**src/rtl/sprite_pkg.sv**
```systemverilog
// Shared constants and channel state type for the sprite engine.
// Optional horizontal mirroring is enabled by defining SPRITE_MIRROR_EN.
package sprite_pkg;

  localparam int DEF_NUM_SPRITES = 4;
  localparam int DEF_COORD_W     = 10;
  localparam int DEF_SPRITE_W    = 16;
  localparam int DEF_SPRITE_H    = 16;
  localparam int DEF_NUM_FRAMES  = 4;
  localparam int DEF_ANIM_DIV    = 8;
  localparam int DEF_H_ACTIVE    = 640;
  localparam int DEF_V_ACTIVE    = 480;

  localparam int DEF_DIV_W   = $clog2(DEF_ANIM_DIV);
  localparam int DEF_FRAME_W = $clog2(DEF_NUM_FRAMES);

  localparam logic [1:0] TRANSPARENT = 2'b00;

  typedef struct packed {
    logic [DEF_COORD_W-1:0] pos_h;
    logic [DEF_COORD_W-1:0] pos_v;
    logic [DEF_COORD_W-1:0] sh_h;
    logic [DEF_COORD_W-1:0] sh_v;
    logic [DEF_DIV_W-1:0]   div;
    logic [DEF_FRAME_W-1:0] frame;
  } chan_state_t;

endpackage

```
**src/rtl/sprite_channel.sv**
```systemverilog
// One sprite channel: shadow/live position, write clamp, animation counter, hit test.
// With SPRITE_MIRROR_EN defined, i_mirror flips the column index of this channel.
module sprite_channel
  import sprite_pkg::*;
#(
  parameter int COORD_W    = DEF_COORD_W,
  parameter int SPRITE_W   = DEF_SPRITE_W,
  parameter int SPRITE_H   = DEF_SPRITE_H,
  parameter int NUM_FRAMES = DEF_NUM_FRAMES,
  parameter int ANIM_DIV   = DEF_ANIM_DIV,
  parameter int H_ACTIVE   = DEF_H_ACTIVE,
  parameter int V_ACTIVE   = DEF_V_ACTIVE
) (
  input  logic                          clk,
  input  logic                          reset,
  input  logic                          i_frame_start,
  input  logic                          i_wr_en,
  input  logic [COORD_W-1:0]            i_wr_h,
  input  logic [COORD_W-1:0]            i_wr_v,
  input  logic                          i_move_en,
  input  logic [COORD_W-1:0]            i_hcount,
  input  logic [COORD_W-1:0]            i_vcount,
`ifdef SPRITE_MIRROR_EN
  input  logic                          i_mirror,
`endif
  output logic                          o_hit,
  output logic [$clog2(SPRITE_W)-1:0]   o_dx,
  output logic [$clog2(SPRITE_H)-1:0]   o_dy,
  output logic [$clog2(NUM_FRAMES)-1:0] o_frame
);

  localparam int XW = $clog2(SPRITE_W);
  localparam int YW = $clog2(SPRITE_H);
  localparam int DW = $clog2(ANIM_DIV);
  localparam logic [COORD_W-1:0] H_LIM = COORD_W'(H_ACTIVE - SPRITE_W);
  localparam logic [COORD_W-1:0] V_LIM = COORD_W'(V_ACTIVE - SPRITE_H);

  chan_state_t        r_st;
  logic [COORD_W-1:0] w_cl_h, w_cl_v;
  logic [COORD_W-1:0] w_dx_full, w_dy_full;
  logic [XW-1:0]      w_dx;

  assign w_cl_h = (i_wr_h > H_LIM) ? H_LIM : i_wr_h;
  assign w_cl_v = (i_wr_v > V_LIM) ? V_LIM : i_wr_v;

  // Live takes the pre-edge shadow, so a coincident write lands one frame later.
  always_ff @(posedge clk or negedge reset) begin
    if (!reset) begin
      r_st <= '0;
    end else begin
      if (i_frame_start) begin
        r_st.pos_h <= r_st.sh_h;
        r_st.pos_v <= r_st.sh_v;
        if (i_move_en) begin
          if (r_st.div == DW'(ANIM_DIV - 1)) begin
            r_st.div   <= '0;
            r_st.frame <= r_st.frame + 1'b1;
          end else begin
            r_st.div <= r_st.div + 1'b1;
          end
        end
      end
      if (i_wr_en) begin
        r_st.sh_h <= w_cl_h;
        r_st.sh_v <= w_cl_v;
      end
    end
  end

  // Modular subtraction: rasters left of/above the sprite wrap to large values and miss.
  assign w_dx_full = i_hcount - r_st.pos_h;
  assign w_dy_full = i_vcount - r_st.pos_v;
  assign o_hit     = (w_dx_full < COORD_W'(SPRITE_W)) && (w_dy_full < COORD_W'(SPRITE_H));
  assign w_dx      = w_dx_full[XW-1:0];
  assign o_dy      = w_dy_full[YW-1:0];
  assign o_frame   = r_st.frame;

`ifdef SPRITE_MIRROR_EN
  assign o_dx = i_mirror ? (XW'(SPRITE_W - 1) - w_dx) : w_dx;
`else
  assign o_dx = w_dx;
`endif

endmodule

```
**src/rtl/sprite_engine.sv**
```systemverilog
// Multi-channel sprite engine: priority hit test, ROM address stage, pixel select stage.
// Define SPRITE_MIRROR_EN to add the per-sprite mirror input.
module sprite_engine
  import sprite_pkg::*;
#(
  parameter int NUM_SPRITES = DEF_NUM_SPRITES,
  parameter int COORD_W     = DEF_COORD_W,
  parameter int SPRITE_W    = DEF_SPRITE_W,
  parameter int SPRITE_H    = DEF_SPRITE_H,
  parameter int NUM_FRAMES  = DEF_NUM_FRAMES,
  parameter int ANIM_DIV    = DEF_ANIM_DIV,
  parameter int H_ACTIVE    = DEF_H_ACTIVE,
  parameter int V_ACTIVE    = DEF_V_ACTIVE
) (
  input  logic                                                       clk,
  input  logic                                                       reset,
  input  logic [COORD_W-1:0]                                         hcount,
  input  logic [COORD_W-1:0]                                         vcount,
  input  logic                                                       frame_start,
  input  logic                                                       wr_en,
  input  logic [$clog2(NUM_SPRITES)-1:0]                             wr_sel,
  input  logic [COORD_W-1:0]                                         wr_h,
  input  logic [COORD_W-1:0]                                         wr_v,
  input  logic [NUM_SPRITES-1:0]                                     move_en,
`ifdef SPRITE_MIRROR_EN
  input  logic [NUM_SPRITES-1:0]                                     mirror,
`endif
  output logic [$clog2(NUM_SPRITES*NUM_FRAMES*SPRITE_W*SPRITE_H)-1:0] rom_addr,
  input  logic [1:0]                                                 rom_data,
  output logic [1:0]                                                 pixel_out,
  output logic [$clog2(NUM_SPRITES)-1:0]                             sprite_id
);

  localparam int ID_W   = $clog2(NUM_SPRITES);
  localparam int XW     = $clog2(SPRITE_W);
  localparam int YW     = $clog2(SPRITE_H);
  localparam int FW     = $clog2(NUM_FRAMES);
  localparam int AW     = $clog2(NUM_SPRITES*NUM_FRAMES*SPRITE_W*SPRITE_H);
  localparam int STAGES = 2;

  logic [NUM_SPRITES-1:0]         w_hit;
  logic [NUM_SPRITES-1:0][XW-1:0] w_dx;
  logic [NUM_SPRITES-1:0][YW-1:0] w_dy;
  logic [NUM_SPRITES-1:0][FW-1:0] w_frame;

  for (genvar g = 0; g < NUM_SPRITES; g++) begin : g_ch
    sprite_channel #(
      .COORD_W    (COORD_W),
      .SPRITE_W   (SPRITE_W),
      .SPRITE_H   (SPRITE_H),
      .NUM_FRAMES (NUM_FRAMES),
      .ANIM_DIV   (ANIM_DIV),
      .H_ACTIVE   (H_ACTIVE),
      .V_ACTIVE   (V_ACTIVE)
    ) u_ch (
      .clk           (clk),
      .reset         (reset),
      .i_frame_start (frame_start),
      .i_wr_en       (wr_en && (wr_sel == ID_W'(g))),
      .i_wr_h        (wr_h),
      .i_wr_v        (wr_v),
      .i_move_en     (move_en[g]),
      .i_hcount      (hcount),
      .i_vcount      (vcount),
`ifdef SPRITE_MIRROR_EN
      .i_mirror      (mirror[g]),
`endif
      .o_hit         (w_hit[g]),
      .o_dx          (w_dx[g]),
      .o_dy          (w_dy[g]),
      .o_frame       (w_frame[g])
    );
  end

  logic            w_win_hit;
  logic [ID_W-1:0] w_win_id;
  logic [AW-1:0]   w_win_addr;

  // Scan high to low so the lowest hitting index is the last assignment.
  always_comb begin
    w_win_hit  = 1'b0;
    w_win_id   = '0;
    w_win_addr = '0;
    for (int i = NUM_SPRITES - 1; i >= 0; i--) begin
      if (w_hit[i]) begin
        w_win_hit  = 1'b1;
        w_win_id   = ID_W'(i);
        w_win_addr = {ID_W'(i), w_frame[i], w_dy[i], w_dx[i]};
      end
    end
  end

  logic [STAGES:1] r_vld_pipe;
  logic [AW-1:0]   r_rom_addr;
  logic [ID_W-1:0] r_id1, r_id2;

  always_ff @(posedge clk or negedge reset) begin
    if (!reset) begin
      r_vld_pipe <= '0;
      r_rom_addr <= '0;
      r_id1      <= '0;
      r_id2      <= '0;
    end else begin
      r_vld_pipe <= {r_vld_pipe[1], w_win_hit};
      r_rom_addr <= w_win_addr;
      r_id1      <= w_win_id;
      r_id2      <= r_id1;
    end
  end

  assign rom_addr  = r_rom_addr;
  assign sprite_id = r_id2;
  // ROM data lines up with stage 2; a transparent winner still masks lower channels.
  assign pixel_out = r_vld_pipe[STAGES] ? rom_data : TRANSPARENT;

endmodule

```
**config.mk**
```make
export PLATFORM = sky130hd
export DESIGN_NAME = sprite_engine
export DESIGN_NICKNAME = d
export VERILOG_FILES = /design/src/rtl/sprite_pkg.sv /design/src/rtl/sprite_channel.sv /design/src/rtl/sprite_engine.sv
export SDC_FILE = /design/constraint.sdc
export NUM_CORES = 1
export LEC_CHECK = 0
export BUFFER_PORTS_ARGS = -buffer_cell sky130_fd_sc_hd__buf_2
export CELL_PAD_IN_SITES_DETAIL_PLACEMENT = 0
export CELL_PAD_IN_SITES_GLOBAL_PLACEMENT = 1
export CORE_ASPECT_RATIO = 0.75
export CORE_UTILIZATION = 43
export CTS_CLUSTER_SIZE = 20
export DETAILED_ROUTE_END_ITERATION = 10
export PLACE_DENSITY_LB_ADDON = 0.1
export SLEW_MARGIN = 5
export SYNTH_ARGS = -nofsm -noshare
export SYNTH_HDL_FRONTEND = slang
export SYNTH_SLANG_ARGS = --single-unit
```
**constraint.sdc**
```tcl
create_clock -name clk -period 2.9 [get_ports clk]
set_clock_uncertainty 0.2 [all_clocks]
set_input_delay 0.435 -clock clk [delete_from_list [all_inputs] [get_ports clk]]
set_output_delay 0.435 -clock clk [all_outputs]
set_load 0.02 [all_outputs]
```
== Yosys cells after proc, flatten, opt, wreduce, memory -nomap -nowiden ==
Index checks and enable logic that the tools add are counted.

* Output and inout bits: 16
* Flip-flop bits (word level): 198
* Word-level logic and storage cells: 97
* Input port bits: 52

* Muxes and demuxes: 19
* $add $sub $neg: 16
* Reductions and logical operators: 17
* Order comparisons: 10
* Equal/unequal tests: 7

{| class="wikitable"
|+ Operators by type and width
! operator !! count
|-
| less-than comparator 10 x 5 -> 1 bit (second input constant) || 8
|-
| subtractor 10 bit || 8
|-
| 2-to-1 mux 12 bit || 4
|-
| 2-to-1 mux 10 bit || 2
|-
| adder 3 x 1 -> 3 bit (second input constant) || 4
|-
| == test 3 bit (second input constant) || 4
|-
| 2-to-1 mux 3 bit || 4
|-
| AND reduction 3 bit || 4
|-
| > comparator 10 bit (second input constant) || 1
|-
| > comparator 10 x 9 -> 1 bit (second input constant) || 1
|-
| 2-to-1 mux 2 bit || 5
|-
| adder 2 x 1 -> 2 bit (second input constant) || 4
|-
| logical AND 1 bit || 8
|-
| AND reduction 2 bit || 4
|-
| == test 2 bit (second input constant) || 2
|-
| 2-to-1 mux 1 bit || 4
|-
| == test 2 x 1 -> 1 bit (second input constant) || 1
|-
| logical NOT 2 bit || 1
|}

== Depth between registers and ports, before layout ==
Gate-level depths: netlist of the first run.

* Depth after elaboration: 7
* Depth in mapped cells: 14
* Gate-level depth less buffers: 13

== Hierarchy ==
A second synthesis of the first run with hierarchy kept.

* Cell total of the unflattened synthesis: 1204
* Area total of the unflattened synthesis: 11343.4 um2

{| class="wikitable"
|+ Modules (own cells, without submodules)
! module !! area each (um2) !! cells each !! times used !! sequential area each (um2)
|-
| sprite_channel at g_ch[0].u_ch ... || 2636.3 || 279 || 3 || 1126.1
|-
| sprite_channel at g_ch[3].u_ch || 2728.9 || 300 || 1 || 1126.1
|-
| sprite_engine || 705.7 || 67 || 1 || 400.4
|}

== Worst setup path after synthesis of the first run ==
Ideal clock, no wire load.

* Path type: input -> register
* Start: input port hcount[0]
* End: register r_rom_addr[3], in the netlist rom_addr[3]
* Arrival time: 3.174 ns
* Cell stages on the path: 13
* Path buffers: 0
* Library setup time: 0.082 ns
* Data required time: 2.618 ns
* Slack: -0.556 ns
* Cells stage by stage: inv_1 > ha_1 > inv_1 > fa_1 > a211o_1 > a311oi_1 > or3_1 > a22oi_1 > o2111ai_1 > and4bb_2 > or4b_1 > a21o_1 > a22oi_2

* Longest elaborated chain between the ends: 7
* Elaborated cells on any way between the ends: 16
* Classes of those cells: 4 x add/sub; 4 x order compare; 4 x mux; 4 x reduce/logical

{| class="wikitable"
|+ RTL lines
! element !! RTL line !! text
|-
| from (decl) || sprite_engine.sv:17 || <nowiki>input logic [COORD_W-1:0] hcount,</nowiki>
|-
| subtractor 10 bit || sprite_channel.sv:71 || <nowiki>assign w_dx_full = i_hcount - r_st.pos_h;</nowiki>
|-
| less-than comparator 10 x 5 -> 1 bit || sprite_channel.sv:73 || <nowiki>assign o_hit = (w_dx_full < COORD_W'(SPRITE_W)) && (w_dy_full < COORD_W'(SPRITE_H));</nowiki>
|-
| logical AND 1 bit || sprite_channel.sv:73 ||
|-
| 2-to-1 mux 12 bit (3 in series) || sprite_engine.sv:85 || <nowiki>if (w_hit[i]) begin</nowiki>
|-
| 2-to-1 mux 12 bit (*) || sprite_engine.sv:85 ||
|-
| named net w_win_addr[3] || sprite_engine.sv:77 || <nowiki>logic [AW-1:0] w_win_addr;</nowiki>
|-
| to (signal assigned) || sprite_engine.sv:105 || <nowiki>r_rom_addr <= w_win_addr;</nowiki>
|-
| to (decl) || sprite_engine.sv:94 || <nowiki>logic [AW-1:0] r_rom_addr;</nowiki>
|}

Mark *: on every way through the listed nets, which the timed path passes. The rest lies on a longest branch.
A chain may end at the register's enable or synchronous reset.

== Worst setup path after layout of the first run ==
* Start: register g_ch[2].u_ch.r_st[35] in the netlist's numbering
* End: register r_rom_addr[3], in the netlist rom_addr[3]

* Longest elaborated chain between the ends: 6

{| class="wikitable"
|+ RTL lines
! element !! RTL line !! text
|-
| from (decl) || sprite_channel.sv:38 || <nowiki>chan_state_t r_st;</nowiki>
|-
| subtractor 10 bit (*) || sprite_channel.sv:71 ||
|-
| less-than comparator 10 x 5 -> 1 bit || sprite_channel.sv:73 ||
|-
| logical AND 1 bit || sprite_channel.sv:73 ||
|-
| 2-to-1 mux 12 bit (*) (3 in series) || sprite_engine.sv:85 ||
|-
| named net w_win_addr[3] || sprite_engine.sv:77 ||
|}

Marked as above.

==> results of run 1 <==
## flip-flops by register name (all words and copies together) (netlist names)
name,count
g_ch.u_ch.r_st,172
r_id1,2
rom_addr,10
r_vld_pipe,2
g_ch.u_ch.o_frame,8
sprite_id,2
## metrics by stage
stage / worst slack, ps / instances
2_1_floorplan: -341 / 1168
3_3_place_gp: -747 / 1755
3_5_place_dp: -817 / 1755
4_1_cts: -488 / 1791
5_1_grt: -639 / 1793
6_report: -519 / 1794
## how the worst max path moves through the flow
stage | slack [ps] | to | startpoint
floorplan | -340 | rom_addr[3] | hcount[0]
global placement | -750 | rom_addr[8] | hcount[0]
detailed placement | -820 | rom_addr[9] | hcount[0]
CTS | -490 | rom_addr[2] | g_ch[2].u_ch.r_st[35]
global route | -640 | rom_addr[8] | g_ch[2].u_ch.r_st[35]
finish | -520 | rom_addr[3] | g_ch[2].u_ch.r_st[35]
## per-layer routing
layer  part of all wire  global-route usage  wire, um  vias to the layer above
met2               0.41               0.364     13100                      200
met4              0.012              0.0604       378                        0
met5                  0                   0         0                        -
met3              0.057              0.0464      1810                       25
li1                   -                   -         -                     4647
met1               0.52               0.392     16600                     4451
## power by group
group / switching, mW / internal (mW) / total, mW / leakage, nW
Clock: 1.17 / 1.49 / 2.66 / 0.325
Combinational: 1.58 / 1.48 / 3.07 / 3.99
Sequential: 0.246 / 3.17 / 3.42 / 2.52
Total: 3.00 / 6.15 / 9.15 / 6.83
## cell usage in the layout (no fill, tap or decap), types with 7 or more instances in the layout
cell,instances
nor3_1,21
nor2_1,53
o21a_1,11
nand2b_1,12
or3_1,9
a21oi_1,20
buf_2,65
buf_12,8
o31a_1,7
inv_1,89
clkbuf_16,17
o21ai_0,168
o22ai_1,7
a21o_1,15
nand4_1,7
buf_4,217
mux2_2,29
xnor2_1,24
dfrtp_1,195
xor2_1,11
nor2b_1,17
nand3_1,19
a31oi_1,7
o2111ai_1,7
nand2_1,173
ha_1,75
## final cells by class
class / count / area [um2] / area share
Multi-Input combinational cell: 840 / 5800 / 0.405
Sequential cell: 196 / 4910 / 0.342
Inverter: 93 / 385 / 0.0269
Antenna cell: 1 / 2.50 / 0.000174
Tap cell: 338 / 423 / 0.0295
Clock inverter: 15 / 238 / 0.0166
Timing Repair Buffer: 294 / 2160 / 0.151
Clock buffer: 17 / 425 / 0.0297
## cell families (layout without fill, tap and decap cells)
family,Yosys count,count (layout)
flip-flops,196,196
AO/OA/AOI/OAI,318,318
XOR/XNOR,36,36
multiplexers,35,35
adder cells (fa/ha/maj),88,88
other,0,1
AND/OR/NAND/NOR,363,363
buffers and inverters,132,419
## worst min-delay path, stage by stage
cell and delay (ps):
buf_2 120, nand3_1 90, xnor2_1 60
## repair_timing
action	CTS	global route
hold buffers	1	0
endpoints found under the setup margin	13	13
setup buffers	3	2
resized for setup	19	12
hold endpoints to repair	49	0
pin swaps	14	17
==> metrics.yaml, run 1 <==
routing:
  vias: 9323
  drc: 0
  dr.pass1.iters: 7
  viasPerCell: 5.20
  drtAntennaViolNets: 0
  wl_per_cell_um: 17.8
  wirelength_mm: 31.9
  dr.first_iter.drc_count: 551
min_path:
  holdPathStages: 3
  min_from: "move_en[2]"
  hp-class: "input pin to flip-flop"
  min_to: "g_ch[2].u_ch.o_frame[0]"
placement:
  io_buffer_count: 67
  hpwlAfterDp_mm: 24.8
  place_congestion: 0.925
  postPlaceCellArea_mm2: 0.0135
setup_path:
  critical_path_class: "flip-flop to flip-flop"
  crit_top_cell: "a22oi_2"
  critical_path_buf_inv_count: 1
  crit_family: "compound AO/OA/AOI/OAI gates"
  path_cells: "ha_4, inv_2, fa_2, a211o_1, a311oi_4, or3_1, a22oi_2, o2111ai_1, and4bb_4, or4b_1, a21o_1, a22oi_2"
  reg2regPathDepth: 12
  rrSetupSlack_ps: -520
  rr_endpoint: "rom_addr[3]"
  critPathCaptureType: "flip-flop"
  cp.arrival_ps: 3580
  worstSetupStartpointType: "flip-flop"
  slowest_delay_ps: 510
  slowest_stage: "or4b_1"
  timing.rr.start: "g_ch[2].u_ch.r_st[35]"
  worst-path-stages: 12
  worstPathMaxFanout: 4
  cp.required_ps: 3060
sta:
  holdWs_ps: 84.4
  fmax_mhz: 292
  worst_slew_pin_slew_ps: 857
  hold_viol: 0
  fin_ws_ps: -519
  setup_tns_ps: -5230
  finalCritPeriodShare: 1.18
  report.final.setup_viol: 13
  fin_crit_ps: 3420
  relSlewSlack: 0.429
  rsz0062_at_grt: "yes"
  slew_violations: 0
synthesis:
  synthFlopType: "dfrtp_1"
  synth_top_family_by_area: "compound AO/OA/AOI/OAI gates"
  yosysUniqueCellTypes: 79
  ys_seq_elements: 196
  synth_fp_nets: 1308
  synth.area.mux_share: 0.0352
  yosys_warnings: 0
  syn_inst: 1168
  seq_area_frac_synth: 0.446
  synth_compound_area_frac: 0.180
  synthAdderAreaFrac: 0.106
  synth_area_mm2: 0.0110
  synth_most_common_cell: "dfrtp_1"
  synth-edff-count: 0
  async_flop_share: 1.00
  syn_avg_cell_area_um2: 9.41
  synth_common_cells: "dfrtp_1, nand2_1, o21ai_0, inv_1, ha_1"
  synth-simple-area-share: 0.157
  synth_top_area_frac: 0.446
  synth_xor_area_frac: 0.0294
  synth_area_leaders: "dfrtp_1, ha_1, o21ai_0, nand2_1, inv_1"
  synth_top_area_cell: "dfrtp_1"
clock_tree:
  cts-buffers-inserted: 17
  clockRootBuffer: "clkbuf_16"
  clock_latency_ps: 450
  clockBufferDepth: 2
  htreeDepth: 4
  cts_tree: "built"
  clock_sinks: 196
  clkTransAtPathRegs_ps: 70
layout:
  area_growth_pct: 30.6
  drive_gt1_frac: 0.287
  post-route-util: 0.573
  final_cell_area_mm2: 0.0143
  fillers: 2286
  fin_nets: 1582
die:
  die_x_um: 187
  row_count: 50
  initial_core_util: 0.439
  die_y_um: 140
  core_mm2: 0.0250
  num_io_pins: 68
  dieArea_mm2: 0.0262
global_routing:
  grt_usage: 0.254
  grt_pass1_wl_mm: 50.6
  grt_max_degree: 71
  grt_pass1_vias: 9012
  grt-ovfl-total: 0
  antenna_found_initial: 0
pwr:
  power_density_mw_per_mm2: 638
  p_total_mw: 9.15
  ir_drop_mv: 0.466
  static-leakage-power_nw: 6.83
status:
  violations: "negative setup slack"
  status: "finished with violations"
run:
  drv_cap: 0
No activity file was read; power rests on OpenSTA's default activity.
==> inputs of run 2 (changes only) <==
- GPL_TIMING_DRIVEN: not set -> 0
- SYNTH_HIERARCHICAL: not set -> 1
==> run 2 against run 1 <==
Via count is 2.0% lower. Synthesized area up 3.3%. The flow still finishes with violations (negative setup slack). Cell count down 7.1%. Sequential share of layout area is 2.7 points higher. First-iteration DRC count is 44% higher. Non-clock buffer count is 166 lower. Cell area down 7.3%. Worst hold slack gained 4.7 ps.
==> metrics.yaml, run 2 <==
synthesis:
  synth.area.mux_share: 0.0340  # -0.00122
  synth_area_leaders: "dfrtp_1, ha_1, inv_1, o21ai_0, nand2_1"
  synth_top_area_frac: 0.432  # -0.0141
  syn_inst: 1204  # +3.1%
  synth-edff-count: 0  # unchanged
  synth_fp_nets: 1344  # +2.8%
  yosys_warnings: 6  # +6
  synth_compound_area_frac: 0.192  # +0.0122
  syn_avg_cell_area_um2: 9.42  # +0.17%
  yosysUniqueCellTypes: 67  # -15%
  synthFlopType: "dfrtp_1"
  synth_most_common_cell: "dfrtp_1"
  synthAdderAreaFrac: 0.102  # -0.00333
  async_flop_share: 1.00  # unchanged
  synth_area_mm2: 0.0113  # +3.3%
  synth_top_area_cell: "dfrtp_1"
  synth-simple-area-share: 0.133  # -0.0238
  synth_common_cells: "dfrtp_1, inv_1, nand2_1, o21ai_0, ha_1"
  synth_xor_area_frac: 0.0347  # +0.00536
  synth_top_family_by_area: "compound AO/OA/AOI/OAI gates"
  seq_area_frac_synth: 0.432  # -0.0141
  ys_seq_elements: 196  # unchanged
sta:
  fmax_mhz: 271  # -7.2%
  report.final.setup_viol: 13  # unchanged
  holdWs_ps: 89.1  # +4.73 ps
  finalCritPeriodShare: 1.27  # +0.0920
  fin_ws_ps: -786  # -267 ps
  worst_slew_pin_slew_ps: 1040  # +182 ps
  hold_viol: 0  # unchanged
  rsz0062_at_grt: "yes"
  slew_violations: 0  # unchanged
  fin_crit_ps: 3690  # +267 ps
  relSlewSlack: 0.308  # -0.121
layout:
  antennaDiodeCount: 0  # -1
  seq_area_mm2: 0.00491  # unchanged
  final_cell_area_mm2: 0.0133  # -7.3%
  largest_reg_flops: 172  # unchanged
  post-route-util: 0.513  # -0.0597
  regMostFlops: "g_ch.u_ch/r_st"
  drive_gt1_frac: 0.167  # -0.120
  final_cell_mix: "dfrtp_1, inv_1, nand2_1, o21ai_0, ha_1"
  fin_nets: 1450  # -8.3%
  fillers: 2479  # +8.4%
  layout_commonest_cell: "dfrtp_1"
  area_growth_pct: 17.3
  multiInputGateArea_mm2: 0.00594  # +2.4%
  stdcell_count: 1667  # -7.1%
routing:
  wl_per_cell_um: 20.1  # +13%
  wirelength_mm: 33.5  # +5.1%
  vias: 9133  # -2.0%
  dr.first_iter.drc_count: 791  # +44%
  viasPerCell: 5.48  # +5.4%
  drc: 0  # unchanged
  drtAntennaViolNets: 0  # unchanged
  dr.pass1.iters: 5  # -2
global_routing:
  busiest_layer: "met1"
  antenna_found_initial: 0  # unchanged
  grt-ovfl-total: 0  # unchanged
  met3_usage: 0.0406  # -0.00580
  grt_pass1_wl_mm: 50.7  # +0.19%
  use_met1: 0.412  # +0.0201
  gr-usage-met2: 0.334  # -0.0302
  grt_max_degree: 107  # +51%
  grt_pass1_vias: 8397  # -6.8%
  grt_usage: 0.254  # -0.000525
die:
  dieArea_mm2: 0.0270  # +3.2%
  die_x_um: 190  # +1.6%
  row_count: 51  # +2.0%
  initial_core_util: 0.438  # -0.00116
  core_mm2: 0.0259  # +3.5%
  num_io_pins: 68  # unchanged
  die_y_um: 143  # +1.6%
clock_tree:
  clkTransAtPathRegs_ps: 80  # about the same
  htreeDepth: 4  # unchanged
  cts_tree: "built"
  clock_sinks: 196  # unchanged
  clockRootBuffer: "clkbuf_16"
  cts-buffers-inserted: 17  # unchanged
  clock_latency_ps: 450  # about the same
  clockBufferDepth: 2  # unchanged
placement:
  post-place-cells: 1617  # -7.9%
  place_congestion: 0.853  # -7.8%
  postPlaceCellArea_mm2: 0.0123  # -9.0%
  hpwlAfterDp_mm: 25.2  # +1.6%
  io_buffer_count: 67  # unchanged
status:
  status: "finished with violations"
  violations: "negative setup slack"
setup_path:
  cp.arrival_ps: 3840  # +260 ps
  worstPathMaxFanout: 5  # +1
  critPathCaptureType: "flip-flop"
  crit_start: "g_ch[1].u_ch/r_st[25]"
  timing.rr.start: "g_ch[1].u_ch/r_st[25]"
  critical_path_class: "flip-flop to flip-flop"
  cp.required_ps: 3060  # about the same
  worstSetupStartpointType: "flip-flop"
run:
  drv_cap: 0  # unchanged
pwr:
  static-leakage-power_nw: 6.16  # -9.7%
  power_density_mw_per_mm2: 647  # +1.4%
  ir_drop_mv: 0.415  # -11%
  p_total_mw: 8.60  # -5.9%
min_path:
  hp-class: "input pin to flip-flop"
  min_from: "move_en[2]"
-- run 2: changes by cell type in the layout (fill, tap and decap cells not counted), sizes merged, moves of 25 or more --
cell,change
a21oi,+38
buf,-192
clkbuf,+25
inv,+67
nand2,-55
o21ai,-67
-- run 2: path summary, 6_finish.rpt --
| kind | endpoint | slack, ps | depth (start not counted) |
|---|---|---|---|
| max | rom_addr[7] | -790 | 14 |
| min | g_ch[2].u_ch/o_frame[0] | 90 | 3 |
| max reg2reg | rom_addr[7] | -790 | 14 |
| min reg2reg | r_vld_pipe[2] | 150 | 0 |
| max in group asynchronous | g_ch[0].u_ch/r_st[35] | 1060 | 3 |
| min in group asynchronous | g_ch[2].u_ch/r_st[4] | 410 | 2 |
-- run 2: kinds of logic (layout without fill, tap and decap cells) --
| kind of cell | Yosys count | count (layout) |
|---|---|---|
| simple gates | 302 | 303 |
| xor+xnor | 45 | 45 |
| mux | 35 | 35 |
| compound gates | 336 | 336 |
| flops | 196 | 196 |
| buf+inv | 202 | 320 |
| fa+ha+maj | 88 | 88 |
-- run 2: where the power goes --
group          total [mW]  switching, mW  leakage (nW)  internal [mW]
registers            3.46          0.278          2.43           3.19
logic                2.73           1.58          3.46           1.15
clock network        2.41           1.24         0.283           1.17
-- run 2: layout make-up --
cell class	count	area share
Sequential cell	196	0.369
Timing Repair Buffer	87	0.0425
Clock buffer	17	0.0320
Buffer	41	0.0167
Multi-Input combinational cell	807	0.447
Clock inverter	15	0.0135
Tap cell	344	0.0324
Inverter	160	0.0474
-- run 2: routing by layer --
layer | routed length, um | share of wire
met1 | 18200 | 0.54
met2 | 12900 | 0.39
met3 | 1770 | 0.053
met5 | 0 | 0
met4 | 629 | 0.019
-- run 2: per-stage QoR --
step                      setup slack, ps  TNS [ps]
after floorplan                      -538     -6340
after global placement              -2180   -440750
after detailed placement            -1460    -16460
after CTS                            -847    -10320
after global routing                 -879    -10690
final                                -786     -9270
-- run 2: worst max-delay path, stage by stage (launching register included) --
cell	delay, ps
dfrtp_1	430
ha_2	220
inv_1	50
fa_2	340
a21o_1	200
a21oi_2	190
xor2_2	320
o2111ai_2	160
or4b_4	510
nor4b_4	290
buf_6	170
buf_4	160
nor2_4	50
buf_6	140
a21oi_4	150
-- run 2: repair_timing --
item                       CTS  global route
pin swaps                   14            17
gates cloned                 2             1
buffers inserted             7             8
hold buffers                 1             0
setup endpoints to repair   13            13
hold endpoints to repair   105             0
resized for setup           20            32
==> inputs of run 3 (changes only) <==
- PLACE_DENSITY: not set -> 0.8
- PLACE_DENSITY_LB_ADDON: 0.1 -> not set
==> run 3 against run 2 <==
The run still ends with negative setup slack left. Critical path type unchanged. Sequential cell count is the same. Total power fell by 0.53%. Register-to-register slack gained 80 ps. Worst hold slack got worse by 8.0 ps. Maximum frequency up 2.4%. Non-clock buffer count is 2 higher. Worst setup slack gained 85 ps. Combinational power barely moved. First-iteration DRC count increased by 9.7%.
==> metrics.yaml, run 3 (synthesis gave the netlist of run 2 again) <==
setup_path:
  critPathCaptureType: "flip-flop"
  crit_family: "compound AO/OA/AOI/OAI gates"
  slowest_stage: "or4b_4"
  path_cells: "ha_2, inv_1, fa_2, a21o_1, a311o_1, a221oi_2, xnor2_1, or4b_4, nor4b_4, buf_6, nand2b_2, o22ai_1, a21oi_2"
  reg2regPathDepth: 13  # -1
  crit_path_end: "rom_addr[1]"
  worstSetupStartpointType: "flip-flop"
  worst-path-stages: 13  # -1
  crit_start: "g_ch[1].u_ch/r_st[35]"
  slowest_delay_ps: 550  # +40 ps
  rr_endpoint: "rom_addr[1]"
  cp.arrival_ps: 3730  # -110 ps
  timing.rr.start: "g_ch[1].u_ch/r_st[35]"
  critical_path_buf_inv_count: 2  # -2
  worstPathMaxFanout: 5  # unchanged
  cp.required_ps: 3030  # -30 ps
  critical_path_class: "flip-flop to flip-flop"
  rrSetupSlack_ps: -700  # +80 ps
layout:
  layout_commonest_cell: "dfrtp_1"
  area_growth_pct: 17.4
  fillers: 2427  # -2.1%
  fin_nets: 1452  # +0.14%
  antennaDiodeCount: 0  # unchanged
  regMostFlops: "g_ch.u_ch/r_st"
  largest_reg_flops: 172  # unchanged
  final_cell_mix: "dfrtp_1, inv_1, nand2_1, o21ai_0, ha_1"
  drive_gt1_frac: 0.184  # +0.0171
pwr:
  intPower_mw: 5.50  # about the same
  power_density_mw_per_mm2: 643  # -0.65%
  static-leakage-power_nw: 6.17  # about the same
  p_sw_frac: 0.357  # -0.00316
  p_comb_frac: 0.321  # +0.004
  p_switching_mw: 3.06  # -1.4%
  ir_drop_mv: 0.449  # +8.2%
  seqPwrFrac: 0.404  # about the same
  p_clk_frac: 0.275  # -0.005
die:
  core_mm2: 0.0259  # unchanged
  dieArea_mm2: 0.0270  # unchanged
  die_x_um: 190  # unchanged
  die_y_um: 143  # unchanged
  row_count: 51  # unchanged
  initial_core_util: 0.438  # unchanged
  num_io_pins: 68  # unchanged
clock_tree:
  htreeDepth: 4  # unchanged
  cts_tree: "built"
  clock_sinks: 196  # unchanged
  clock_latency_ps: 450  # about the same
  clockRootBuffer: "clkbuf_16"
  clockBufferDepth: 2  # unchanged
  cts-buffers-inserted: 17  # unchanged
  clkTransAtPathRegs_ps: 80  # about the same
sta:
  report.final.setup_viol: 13  # unchanged
  relSlewSlack: 0.343  # +0.0347
  worst_slew_pin_slew_ps: 986  # -52.1 ps
  fin_crit_ps: 3600  # -84.9 ps
  fin_ws_ps: -701  # +84.9 ps
  hold_viol: 0  # unchanged
  finalCritPeriodShare: 1.24  # -0.0293
  slew_violations: 0  # unchanged
  setup_tns_ps: -8250  # +1020 ps
  rsz0062_at_grt: "yes"
  holdWs_ps: 81.1  # -8.02 ps
  fmax_mhz: 278  # +2.4%
global_routing:
  grt-ovfl-total: 0  # unchanged
  grt_usage: 0.251  # -0.00300
  grt_max_degree: 111  # +3.7%
  grt_pass1_vias: 8524  # +1.5%
  grt_pass1_wl_mm: 50.5  # -0.31%
  antenna_found_initial: 0  # unchanged
routing:
  drc: 0  # unchanged
  wl_per_cell_um: 19.7  # -1.9%
  vias: 9193  # +0.66%
  wirelength_mm: 32.9  # -1.8%
  dr.first_iter.drc_count: 868  # +9.7%
  dr.pass1.iters: 5  # unchanged
  drtAntennaViolNets: 0  # unchanged
  viasPerCell: 5.51  # +0.54%
placement:
  place_congestion: 0.925  # +8.4%
  io_buffer_count: 67  # unchanged
  pre_cts_slack_ps: -1340  # +123 ps
  hpwlAfterDp_mm: 24.4  # -3.2%
min_path:
  hp-class: "input pin to flip-flop"
status:
  status: "finished with violations"
  violations: "negative setup slack"
run:
  drv_cap: 0  # unchanged
run 3: area by class of cell:
cell class	instances	area [um2]	area share
buffer	41	224	0.0168
timing repair buffer	89	559	0.0420
inverter	160	631	0.0474
clock inverter	15	161	0.0121
sequential	196	4910	0.369
clock buffer	17	425	0.0319
multi-input combinational	807	5980	0.449
tap	344	430	0.0323
run 3: through the flow:
stage          cell area, um2  power [mW]   util  cells
2_1_floorplan           11500        5.26      -   1204
3_5_place_dp            12300        6.06  0.473   1616
4_1_cts                 13100        8.51  0.507   1661
5_1_grt                 13300        9.06  0.514   1669
6_report                13300        8.56  0.514   1669
3_3_place_gp            12200        6.00  0.472   1615
run 3: power groups by stage:
stage	Sequential (mW)	Clock [mW]	Combinational, mW
2_1_floorplan	3.41	0	1.86
3_3_place_gp	3.49	0	2.51
3_5_place_dp	3.50	0	2.56
4_1_cts	3.45	2.40	2.66
5_1_grt	3.51	2.50	3.04
6_report	3.46	2.36	2.75
run 3: worst min-delay path by stage:
| stage | start | endpoint | slack (ps) | cells after the start |
|---|---|---|---|---|
| finish | move_en[2] | g_ch[2].u_ch/o_frame[0] | 80 | 3 |
| detailed placement | r_vld_pipe[1] | r_vld_pipe[2] | 140 | 0 |
| global route | wr_v[1] | g_ch[3].u_ch/r_st[6] | 90 | 3 |
| floorplan | reset | g_ch[0].u_ch/o_frame[0] | -60 | 0 |
| global placement | r_vld_pipe[1] | r_vld_pipe[2] | 130 | 0 |
| CTS | move_en[2] | g_ch[2].u_ch/o_frame[0] | 60 | 3 |
run 3: timing repair:
item	in CTS	in global routing
hold endpoints to repair	86	0
hold buffers	1	0
pin swaps	29	39
gates cloned	2	1
resized for setup	50	26
setup buffers	11	7
setup endpoints to repair	13	13
run 3: per-layer routing:
metal,GRT usage,part of all wire
met2,0.348,0.41
met4,0.0607,0.013
met5,0,0
met1,0.397,0.52
met3,0.0425,0.064
run 3: tightest hold or removal path, cell delays in order:
cell and delay, ps:
buf_2 110, nand3_1 90, xnor2_1 60
